[src/rtl/mbist_ctrl_pkg.sv]
`default_nettype none
// ============================================================================
// Module   : mbist_ctrl_pkg
// Purpose  : Shared types and constants for the March MBIST controller.
//            state_t   - controller state encoding (ST_RESET is the reset value)
//            c_MARCH_CM_DIR_MASK - direction mask of March C- (elements 3 and 4
//                        run address-descending)
// Revision : 1.0 - initial release
// ============================================================================
package mbist_ctrl_pkg;

    typedef enum logic [2:0] {
        ST_RESET = 3'd0,
        ST_TEST  = 3'd1,
        ST_LOAD  = 3'd2,
        ST_PAUSE = 3'd3,
        ST_DONE  = 3'd4
    } state_t;

    localparam logic [5:0] c_MARCH_CM_DIR_MASK = 6'b011000;

endpackage
`default_nettype wire

[src/rtl/mbist_ret_timer.sv]
`default_nettype none
// ============================================================================
// Module   : mbist_ret_timer
// Purpose  : Loadable down-counter timing the retention pause between March
//            elements. Saturates at zero.
// Ports    : clk        - clock
//            rst        - asynchronous active-low reset (count -> 0)
//            i_load     - load i_load_val into the counter
//            i_load_val - value to load (pause length minus one)
//            i_dec      - decrement when non-zero
//            o_zero     - counter is zero
// Revision : 1.0 - initial release
// ============================================================================
module mbist_ret_timer #(
    parameter  int unsigned RET_CYCLES = 16,
    localparam int unsigned TW         = $clog2(RET_CYCLES + 1)
) (
    input  logic          clk,
    input  logic          rst,
    input  logic          i_load,
    input  logic [TW-1:0] i_load_val,
    input  logic          i_dec,
    output logic          o_zero
);

    logic [TW-1:0] r_cnt;

    always_ff @(posedge clk or negedge rst) begin
        if (!rst) begin
            r_cnt <= '0;
        end else if (i_load) begin
            r_cnt <= i_load_val;
        end else if (i_dec && (r_cnt != '0)) begin
            r_cnt <= r_cnt - TW'(1);
        end
    end

    assign o_zero = (r_cnt == '0);

endmodule
`default_nettype wire

[src/rtl/mbist_march_controller.sv]
`default_nettype none
// ============================================================================
// Module   : mbist_march_controller
// Purpose  : Sequences a NUM_ELEM-element March algorithm. Drives the address
//            counter load/direction and the test/normal mux, inserts optional
//            retention pauses between elements and folds comparator
//            mismatches into a pass/fail result.
// Ports    : clk      - clock, all state on rising edge
//            rst      - asynchronous active-low reset
//            start    - begin test (honoured in RESET or DONE only)
//            cout     - address counter terminal count
//            fail     - comparator mismatch (valid while NbarT=1, ld=0)
//            ld       - load address counter to start address
//            NbarT    - 1 = test path selected
//            up       - address direction of current element
//            elem     - current March element index
//            busy     - test in progress (TEST/LOAD/PAUSE)
//            done     - test finished
//            pass_ok  - no fail seen (valid with done)
//            err_elem - element of first fail, 0 if none
// Revision : 1.0 - initial release
// ============================================================================
module mbist_march_controller
    import mbist_ctrl_pkg::*;
#(
    parameter  int unsigned         NUM_ELEM     = 6,
    parameter  logic [NUM_ELEM-1:0] DIR_MASK     = c_MARCH_CM_DIR_MASK,
    parameter  logic [NUM_ELEM-1:0] PAUSE_MASK   = '0,
    parameter  int unsigned         RET_CYCLES   = 16,
    parameter  bit                  STOP_ON_FAIL = 1'b1,
    localparam int unsigned         EW           = (NUM_ELEM > 1) ? $clog2(NUM_ELEM) : 1
) (
    input  logic          clk,
    input  logic          rst,
    input  logic          start,
    input  logic          cout,
    input  logic          fail,
    output logic          ld,
    output logic          NbarT,
    output logic          up,
    output logic [EW-1:0] elem,
    output logic          busy,
    output logic          done,
    output logic          pass_ok,
    output logic [EW-1:0] err_elem
);

    // Element 0 is never preceded by a pause, and RET_CYCLES=0 disables all.
    localparam logic [NUM_ELEM-1:0] c_PAUSE_EFF =
        (RET_CYCLES > 0) ? (PAUSE_MASK & ~NUM_ELEM'(1)) : '0;

    state_t        r_state, w_state_nxt;
    logic [EW-1:0] r_elem, w_elem_nxt;
    logic [EW-1:0] r_err_elem, w_err_nxt;
    logic          r_sticky, w_sticky_nxt;

    logic [EW-1:0] w_elem_inc;
    logic          w_last;
    logic          w_pause_sel;
    logic          w_dir_sel;
    logic          w_timer_load;
    logic          w_timer_dec;
    logic          w_ret_zero;

    assign w_elem_inc  = r_elem + EW'(1);
    assign w_last      = (r_elem == EW'(NUM_ELEM - 1));
    assign w_timer_dec = (r_state == ST_PAUSE);

    // Mask lookups by loop so out-of-range index values never select a bit.
    always_comb begin
        w_pause_sel = 1'b0;
        w_dir_sel   = 1'b0;
        for (int i = 0; i < NUM_ELEM; i++) begin
            if (w_elem_inc == EW'(i)) w_pause_sel = c_PAUSE_EFF[i];
            if (r_elem == EW'(i))     w_dir_sel   = DIR_MASK[i];
        end
    end

    generate
        if (RET_CYCLES > 0) begin : g_ret_timer
            localparam int unsigned TW = $clog2(RET_CYCLES + 1);
            mbist_ret_timer #(
                .RET_CYCLES (RET_CYCLES)
            ) u_ret_timer (
                .clk        (clk),
                .rst        (rst),
                .i_load     (w_timer_load),
                .i_load_val (TW'(RET_CYCLES - 1)),
                .i_dec      (w_timer_dec),
                .o_zero     (w_ret_zero)
            );
        end else begin : g_no_ret_timer
            logic w_unused_timer;
            assign w_unused_timer = w_timer_load ^ w_timer_dec;
            assign w_ret_zero     = 1'b1;
        end
    endgenerate

    // State register
    always_ff @(posedge clk or negedge rst) begin
        if (!rst) begin
            r_state    <= ST_RESET;
            r_elem     <= '0;
            r_err_elem <= '0;
            r_sticky   <= 1'b0;
        end else begin
            r_state    <= w_state_nxt;
            r_elem     <= w_elem_nxt;
            r_err_elem <= w_err_nxt;
            r_sticky   <= w_sticky_nxt;
        end
    end

    // Next-state logic
    always_comb begin
        w_state_nxt  = r_state;
        w_elem_nxt   = r_elem;
        w_err_nxt    = r_err_elem;
        w_sticky_nxt = r_sticky;
        w_timer_load = 1'b0;
        case (r_state)
            ST_RESET: begin
                // Counter was already held in load during RESET.
                if (start) begin
                    w_state_nxt = ST_TEST;
                    w_elem_nxt  = '0;
                end
            end
            ST_TEST: begin
                if (fail) begin
                    w_sticky_nxt = 1'b1;
                    if (!r_sticky) w_err_nxt = r_elem;
                end
                // Abort-on-fail has priority over a coincident terminal count.
                if (fail && STOP_ON_FAIL) begin
                    w_state_nxt = ST_DONE;
                end else if (cout) begin
                    if (w_last) begin
                        w_state_nxt = ST_DONE;
                    end else begin
                        w_elem_nxt = w_elem_inc;
                        if (w_pause_sel) begin
                            w_state_nxt  = ST_PAUSE;
                            w_timer_load = 1'b1;
                        end else begin
                            w_state_nxt  = ST_LOAD;
                        end
                    end
                end
            end
            ST_LOAD: begin
                w_state_nxt = ST_TEST;
            end
            ST_PAUSE: begin
                if (w_ret_zero) w_state_nxt = ST_TEST;
            end
            ST_DONE: begin
                if (start) begin
                    w_state_nxt  = ST_TEST;
                    w_elem_nxt   = '0;
                    w_err_nxt    = '0;
                    w_sticky_nxt = 1'b0;
                end
            end
            default: begin
                w_state_nxt = ST_RESET;
            end
        endcase
    end

    // Moore output decode
    always_comb begin
        ld      = 1'b1;
        NbarT   = 1'b0;
        busy    = 1'b0;
        done    = 1'b0;
        pass_ok = 1'b0;
        case (r_state)
            ST_TEST: begin
                ld    = 1'b0;
                NbarT = 1'b1;
                busy  = 1'b1;
            end
            ST_LOAD, ST_PAUSE: begin
                NbarT = 1'b1;
                busy  = 1'b1;
            end
            ST_DONE: begin
                done    = 1'b1;
                pass_ok = ~r_sticky;
            end
            default: begin
                ld = 1'b1;
            end
        endcase
    end

    assign up       = ~w_dir_sel;
    assign elem     = r_elem;
    assign err_elem = r_err_elem;

endmodule
`default_nettype wire

[config.mk]
export PLATFORM = sky130hd
export DESIGN_NAME = mbist_march_controller
export DESIGN_NICKNAME = d
export VERILOG_FILES = /design/src/rtl/mbist_ctrl_pkg.sv /design/src/rtl/mbist_ret_timer.sv /design/src/rtl/mbist_march_controller.sv
export SDC_FILE = /design/constraint.sdc
export NUM_CORES = 1
export LEC_CHECK = 0
export CAP_MARGIN = 25
export CORE_MARGIN = 5
export CORE_UTILIZATION = 40
export DETAILED_ROUTE_END_ITERATION = 10
export SLEW_MARGIN = 20
export SYNTH_ARGS = -nofsm -noshare
export SYNTH_HDL_FRONTEND = slang
export SYNTH_HIERARCHICAL = 1
export SYNTH_SLANG_ARGS = --single-unit
[constraint.sdc]
create_clock -name clk -period 3.9 [get_ports clk]
set_input_delay 0.39 -clock clk [delete_from_list [all_inputs] [get_ports clk]]
set_output_delay 0.39 -clock clk [all_outputs]
set_load 0.01 [all_outputs]
==> reports/qor.yml, run 1 <==
yosys:
  synth-simple-area-share_pct: 26.97
  yosys_warnings: 6
  synth-seq-cells: 15
  muxShareOfSynthArea_pct: 1.107
  synth_adder_area_share_pct: 5.533
  synth-xor-area-share_pct: 0
  synth_top_area_share_pct: 41.49
  async_flop_share_pct: 100.0
  synth_area_um2: 904.6
  syn_avg_cell_area_um2: 9.522
  synth_largest_area_cell: "dfrtp_1"
  synth_top_family_by_area: "simple AND/OR/NAND/NOR gates"
  synth_compound_gate_area_share_pct: 18.95
  synthTopCellsByCount: "15 x dfrtp_1, 9 x a21oi_1, 7 x inv_1"
  ys_seq_area_share_pct: 41.49
  yosysMostFrequentCell: "dfrtp_1"
  synthCells: 95
  synth_edf_count: 0
  synth_flop_cell: "dfrtp_1"
  synth_cell_types: 37
  synth.area.top_cells: "dfrtp_1 41%, ha_1 5.5%, a21oi_1 5.0%"
clock_tree:
  cts_buffer_depth: 2
  insertion_delay_ns: 0.27
  cts_tree: "built"
  cts-root-buf: "clkbuf_4"
  cts_sinks: 15
  cts_setup_buffers: 0
  path_clk_slew_ns: 0.09
  htreeDepth: 1
  post_cts_resized: 0
  cts_buffers: 3
  cts_hold_buf: 0
setup_path:
  path_buf_inv: 2
  crit_type: "reg2out"
  max_stage_delay_ns: 0.47
  crit_family: "buffers and inverters"
  path_cells: "inv_1, ha_1, nand3b_1, and2_1, clkdlybuf4s50_1"
  r2r-start: "r_state[0]"
  r2r_setup_slack_ns: 2.06
  worstPathRequired_ns: 3.51
  critPathMaxFanout: 5
  endpoint_kind: "primary output"
  reg2reg_depth: 6
  cp_slowest_cell: "clkdlybuf4s50_1"
  start_kind: "flop"
  arrival_ns: 1.77
  r2r_end: "g_ret_timer.u_ret_timer/r_cnt[3]"
placement:
  hpwl_um: 1364
  portBuffers: 16
  place_inst: 139
  place.gp.congestion: 0.7385
die:
  core_um2: 2191
  io_pins: 17
  die_area_um2: 3313
  rows: 17
  die_h_um: 57.56
  start_util_pct: 41.29
  dieWidth_um: 57.56
route:
  routedWlPerCell_um: 11.91
  route.detailed.drc: 0
  routed_wl_um: 1703
  postRouteAntennaNets: 0
  drt_pre_antenna_iters: 4
  dr_total_vias: 734
  drtIter0Drc: 12
  vias_per_cell: 5.133
status:
  status: "completed"
final_layout:
  antenna_cells: 0
  final_nets: 125
  post_route_cells_drive_above_1_share_pct: 9.565
  n_fill_cell: 203
  area_growth_pct: 23.93
  fin_cells: 143
global_route:
  grt_pass1_vias: 677
  globalRouteTotalUtil_pct: 11.53
  antenna_found_initial: 0
  grt_first_pass_wirelength_um: 3001
  grt_max_degree: 16
  overflow: 0
timing:
  rsz0062_at_grt: "no"
  fmax_ghz: 0.4624
  fin_skew_ns: 0.003899
  tns_ns: 0
  slew_violations: 0
  min_period_ns: 2.162
  worst_pin_slew_ns: 0.6743
  finalSetupViolations: 0
  slew_headroom_pct: 54.90
  fin_crit_sh_pct: 55.45
  finalHoldViolCount: 0
min_path:
  hold_start: "err_elem[1]"
  min_path_type: "reg2reg"
  min_path_cells: 1
  whs_endpoint: "err_elem[1]"
power_and_ir_drop:
  power.static_leakage_nw: 0.4762
  ir_drop_mv: 0.2585
  p_per_area_nw_per_um2: 529.3
job:
  maxCapViolCount: 0
==> state kept, by name (all words and copies together) (netlist names) <==
register and count:
g_ret_timer.u_ret_timer/r_cnt 5, elem 3, err_elem 3, r_state 3, r_sticky 1
==> routing by layer <==
metal	global-route usage (%)	vias up	routed length [µm]
met5	0	-	0
met4	3.974	0	12
met3	3.167	2	132
met2	19.52	20	784
met1	13.97	343	772
li1	-	369	-
==> cells by family after synthesis <==
logic type	Yosys count
simple gates	37
compound gates	25
flops	15
buf+inv	11
fa+ha+maj	4
other cells	2
mux	1
==> per-stage QoR <==
stage / hold slack, ns / power (W) / setup slack [ns] / cell area, µm² / utilization, %
after floorplan: 0.09441 / 0.0004036 / 2.117 / 919.6 / -
after global placement: 0.4942 / 0.0005108 / 2.046 / 1095 / 49.97
after detailed placement: 0.4917 / 0.0005132 / 2.035 / 1095 / 49.97
after CTS: 0.5164 / 0.0006020 / 1.714 / 1121 / 51.17
after global routing: 0.5292 / 0.0006481 / 1.622 / 1121 / 51.17
final: 0.5072 / 0.0005934 / 1.738 / 1121 / 51.17
==> worst max path at each step <==
| stage | end | cells after the start | slack, ns | start |
|---|---|---|---|---|
| floorplan | g_ret_timer.u_ret_timer/r_cnt[3] | 7 | 2.12 | r_state[2] |
| global placement | up | 4 | 2.05 | elem[0] |
| detailed placement | up | 5 | 2.03 | elem[1] |
| CTS | up | 5 | 1.71 | elem[1] |
| global route | up | 5 | 1.62 | elem[1] |
| finish | up | 5 | 1.74 | elem[1] |
==> final cells by class <==
cell class	instances	area, µm²	share of cell area, %
clock buffer	4	26.28	2.344
inverter	7	26.28	2.344
multi-input combinational	73	498.0	44.42
sequential	15	375.4	33.48
tap	28	35.03	3.125
timing repair buffer	16	160.2	14.29
==> report_power, final <==
| group | switching, W | internal (W) | total [W] |
|---|---|---|---|
| logic | 0.000116 | 0.000149 | 0.000265 |
| registers | 0.0000499 | 0.000192 | 0.000242 |
| clock network | 0.0000469 | 0.0000396 | 0.0000865 |
| total | 0.000213 | 0.000380 | 0.000593 |
==> cell usage in the layout (no fill, tap or decap), types with 2 or more instances in the layout <==
cell / synthesis / layout
clkdlybuf4s50_1: 0 / 16
dfrtp_1: 15 / 15
a21oi_1: 9 / 9
inv_1: 7 / 7
nor2_1: 6 / 6
conb_1: 2 / 6
nand2_1: 5 / 5
nor2b_1: 4 / 4
nand2b_1: 4 / 4
ha_1: 4 / 4
and2_1: 3 / 3
nand3b_1: 3 / 3
a22o_1: 3 / 3
o21ai_0: 3 / 3
clkbuf_4: 0 / 3
nor3b_1: 2 / 2
or3_1: 2 / 2
Note: power is estimated with default switching activity, not from simulation.
==> run 2: changes to the inputs <==
==> constraint.sdc (replaced) <==
create_clock -name clk -period 2.2 [get_ports clk]
set_input_delay 0.22 -clock clk [delete_from_list [all_inputs] [get_ports clk]]
set_output_delay 0.22 -clock clk [all_outputs]
set_load 0.01 [all_outputs]
==> reports/qor.yml, run 2 (synthesized netlist as in run 1, its figures left out) <==
die:
  io_pins: 17
  die_area_um2: 3313
  core_um2: 2191
  rows: 17
  dieWidth_um: 57.56
  start_util_pct: 41.29
  die_h_um: 57.56
timing:
  fin_crit_sh_pct: 90.48
  min_period_ns: 1.991
  finalSetupViolations: 0
  fmax_ghz: 0.5024
  slew_violations: 0
  worst_pin_slew_ns: 0.6584
  rsz0062_at_grt: "no"
  finalHoldViolCount: 0
  hold_slack_ns: 0.3388
  tns_ns: 0
  fin_skew_ns: 0.001017
  slew_headroom_pct: 55.97
setup_path:
  arrival_ns: 1.77
  r2r-start: "r_state[0]"
  reg2reg_depth: 6
  endpoint_kind: "primary output"
  crit_path_end: "up"
  path_cells: "inv_1, ha_1, nand3b_1, and2_1, clkdlybuf4s50_1"
  crit_start: "elem[1]"
  critPathMaxFanout: 5
  start_kind: "flop"
  r2r_setup_slack_ns: 0.32
  crit_type: "reg2out"
  r2r_end: "g_ret_timer.u_ret_timer/r_cnt[3]"
  max_stage_delay_ns: 0.47
  worstPathRequired_ns: 1.98
  cp_slowest_cell: "clkdlybuf4s50_1"
clock_tree:
  insertion_delay_ns: 0.28
  post_cts_resized: 0
  cts_hold_buf: 0
  cts_setup_buffers: 0
  cts_buffer_depth: 2
  cts-root-buf: "clkbuf_4"
  cts_sinks: 15
  path_clk_slew_ns: 0.09
  htreeDepth: 1
  cts_buffers: 3
  cts_tree: "built"
global_route:
  globalRouteTotalUtil_pct: 11.63
  antenna_found_initial: 0
  overflow: 0
  grt_max_degree: 16
  grt_first_pass_wirelength_um: 3063
  grt_pass1_vias: 706
final_layout:
  largest_register_ffs: 5
  final_core_util_pct: 51.23
  layout_common_cells: "16 x clkdlybuf4s50_1, 15 x dfrtp_1, 9 x a21oi_1"
  final_nets: 125
  post_route_cells_drive_above_1_share_pct: 10.43
  n_fill_cell: 208
  area_growth_pct: 24.07
  layout_commonest_cell: "clkdlybuf4s50_1"
  largest-register: "g_ret_timer.u_ret_timer/r_cnt"
  antenna_cells: 0
route:
  route.detailed.drc: 0
  dr_total_vias: 720
  routed_wl_um: 1692
  drtIter0Drc: 5
  routedWlPerCell_um: 11.83
  drt_pre_antenna_iters: 4
  vias_per_cell: 5.035
  postRouteAntennaNets: 0
job:
  maxCapViolCount: 0
placement:
  hpwl_um: 1352
  place.gp.congestion: 0.7636
  portBuffers: 16
power_and_ir_drop:
  p_per_area_nw_per_um2: 934.5
  ir_drop_mv: 0.5517
  power.static_leakage_nw: 0.4789
min_path:
  min_path_type: "in2async"
status:
  status: "completed"
## run 2: critical path: cells and delay by family (launching register included)
kind | cells | cell delay, ns
buffers and inverters | 2 | 0.56
flip-flops | 1 | 0.43
AND/OR/NAND/NOR | 2 | 0.30
adder cells (fa/ha/maj) | 1 | 0.21
## run 2: per-stage QoR
step	setup slack [ns]	instances	cell area (µm²)	total power, W
after floorplan	0.4167	99	919.6	0.0007155
after global placement	0.3900	139	1095	0.0009044
after detailed placement	0.3342	139	1095	0.0009086
after CTS	0.1783	143	1122	0.001072
after global routing	0.09654	143	1122	0.001144
final	0.2094	143	1122	0.001049
## run 2: layout make-up
type | instances | area [µm²] | share of cell area, %
Timing Repair Buffer | 16 | 160.2 | 14.27
Sequential cell | 15 | 375.4 | 33.44
Multi-Input combinational cell | 73 | 498.0 | 44.37
Tap cell | 28 | 35.03 | 3.122
Clock inverter | 1 | 5.005 | 0.4459
Inverter | 7 | 26.28 | 2.341
Clock buffer | 3 | 22.52 | 2.007
## run 2: how the worst min path moves through the flow
stage                      from                                to  depth (start not counted)
floorplan                   rst                           elem[0]                          0
global placement    err_elem[0]                       err_elem[0]                          1
detailed placement  err_elem[1]                       err_elem[1]                          1
CTS                         rst  g_ret_timer.u_ret_timer/r_cnt[4]                          1
global route                rst                       err_elem[0]                          1
finish                      rst                       err_elem[0]                          1
## run 2: power by group
group	total, W	internal [W]	switching, W
Sequential	0.000429	0.000340	0.0000890
Combinational	0.000466	0.000263	0.000203
Clock	0.000153	0.0000674	0.0000858
## run 2: metal layers
metal  part of all wire (%)  GRT usage [%]  up-vias
met5                      0              0        -
met4                   0.47          5.960        0
met3                    6.1          2.489        2
met2                     48          18.71       12
met1                     45          14.54      339
li1                       -              -      367
==> run 3: changes to the inputs <==
--- a/config.mk
+++ b/config.mk
@@ -5,7 +5,6 @@
 export SDC_FILE = /design/constraint.sdc
 export NUM_CORES = 1
 export LEC_CHECK = 0
-export CAP_MARGIN = 25
 export CORE_MARGIN = 5
 export CORE_UTILIZATION = 40
 export DETAILED_ROUTE_END_ITERATION = 10
@@ -14,3 +13,4 @@
 export SYNTH_HDL_FRONTEND = slang
 export SYNTH_HIERARCHICAL = 1
 export SYNTH_SLANG_ARGS = --single-unit
+export TNS_END_PERCENT = 10
==> results of run 3 <==
No change in the layout: final DEF, timing and power equal those of run 2.
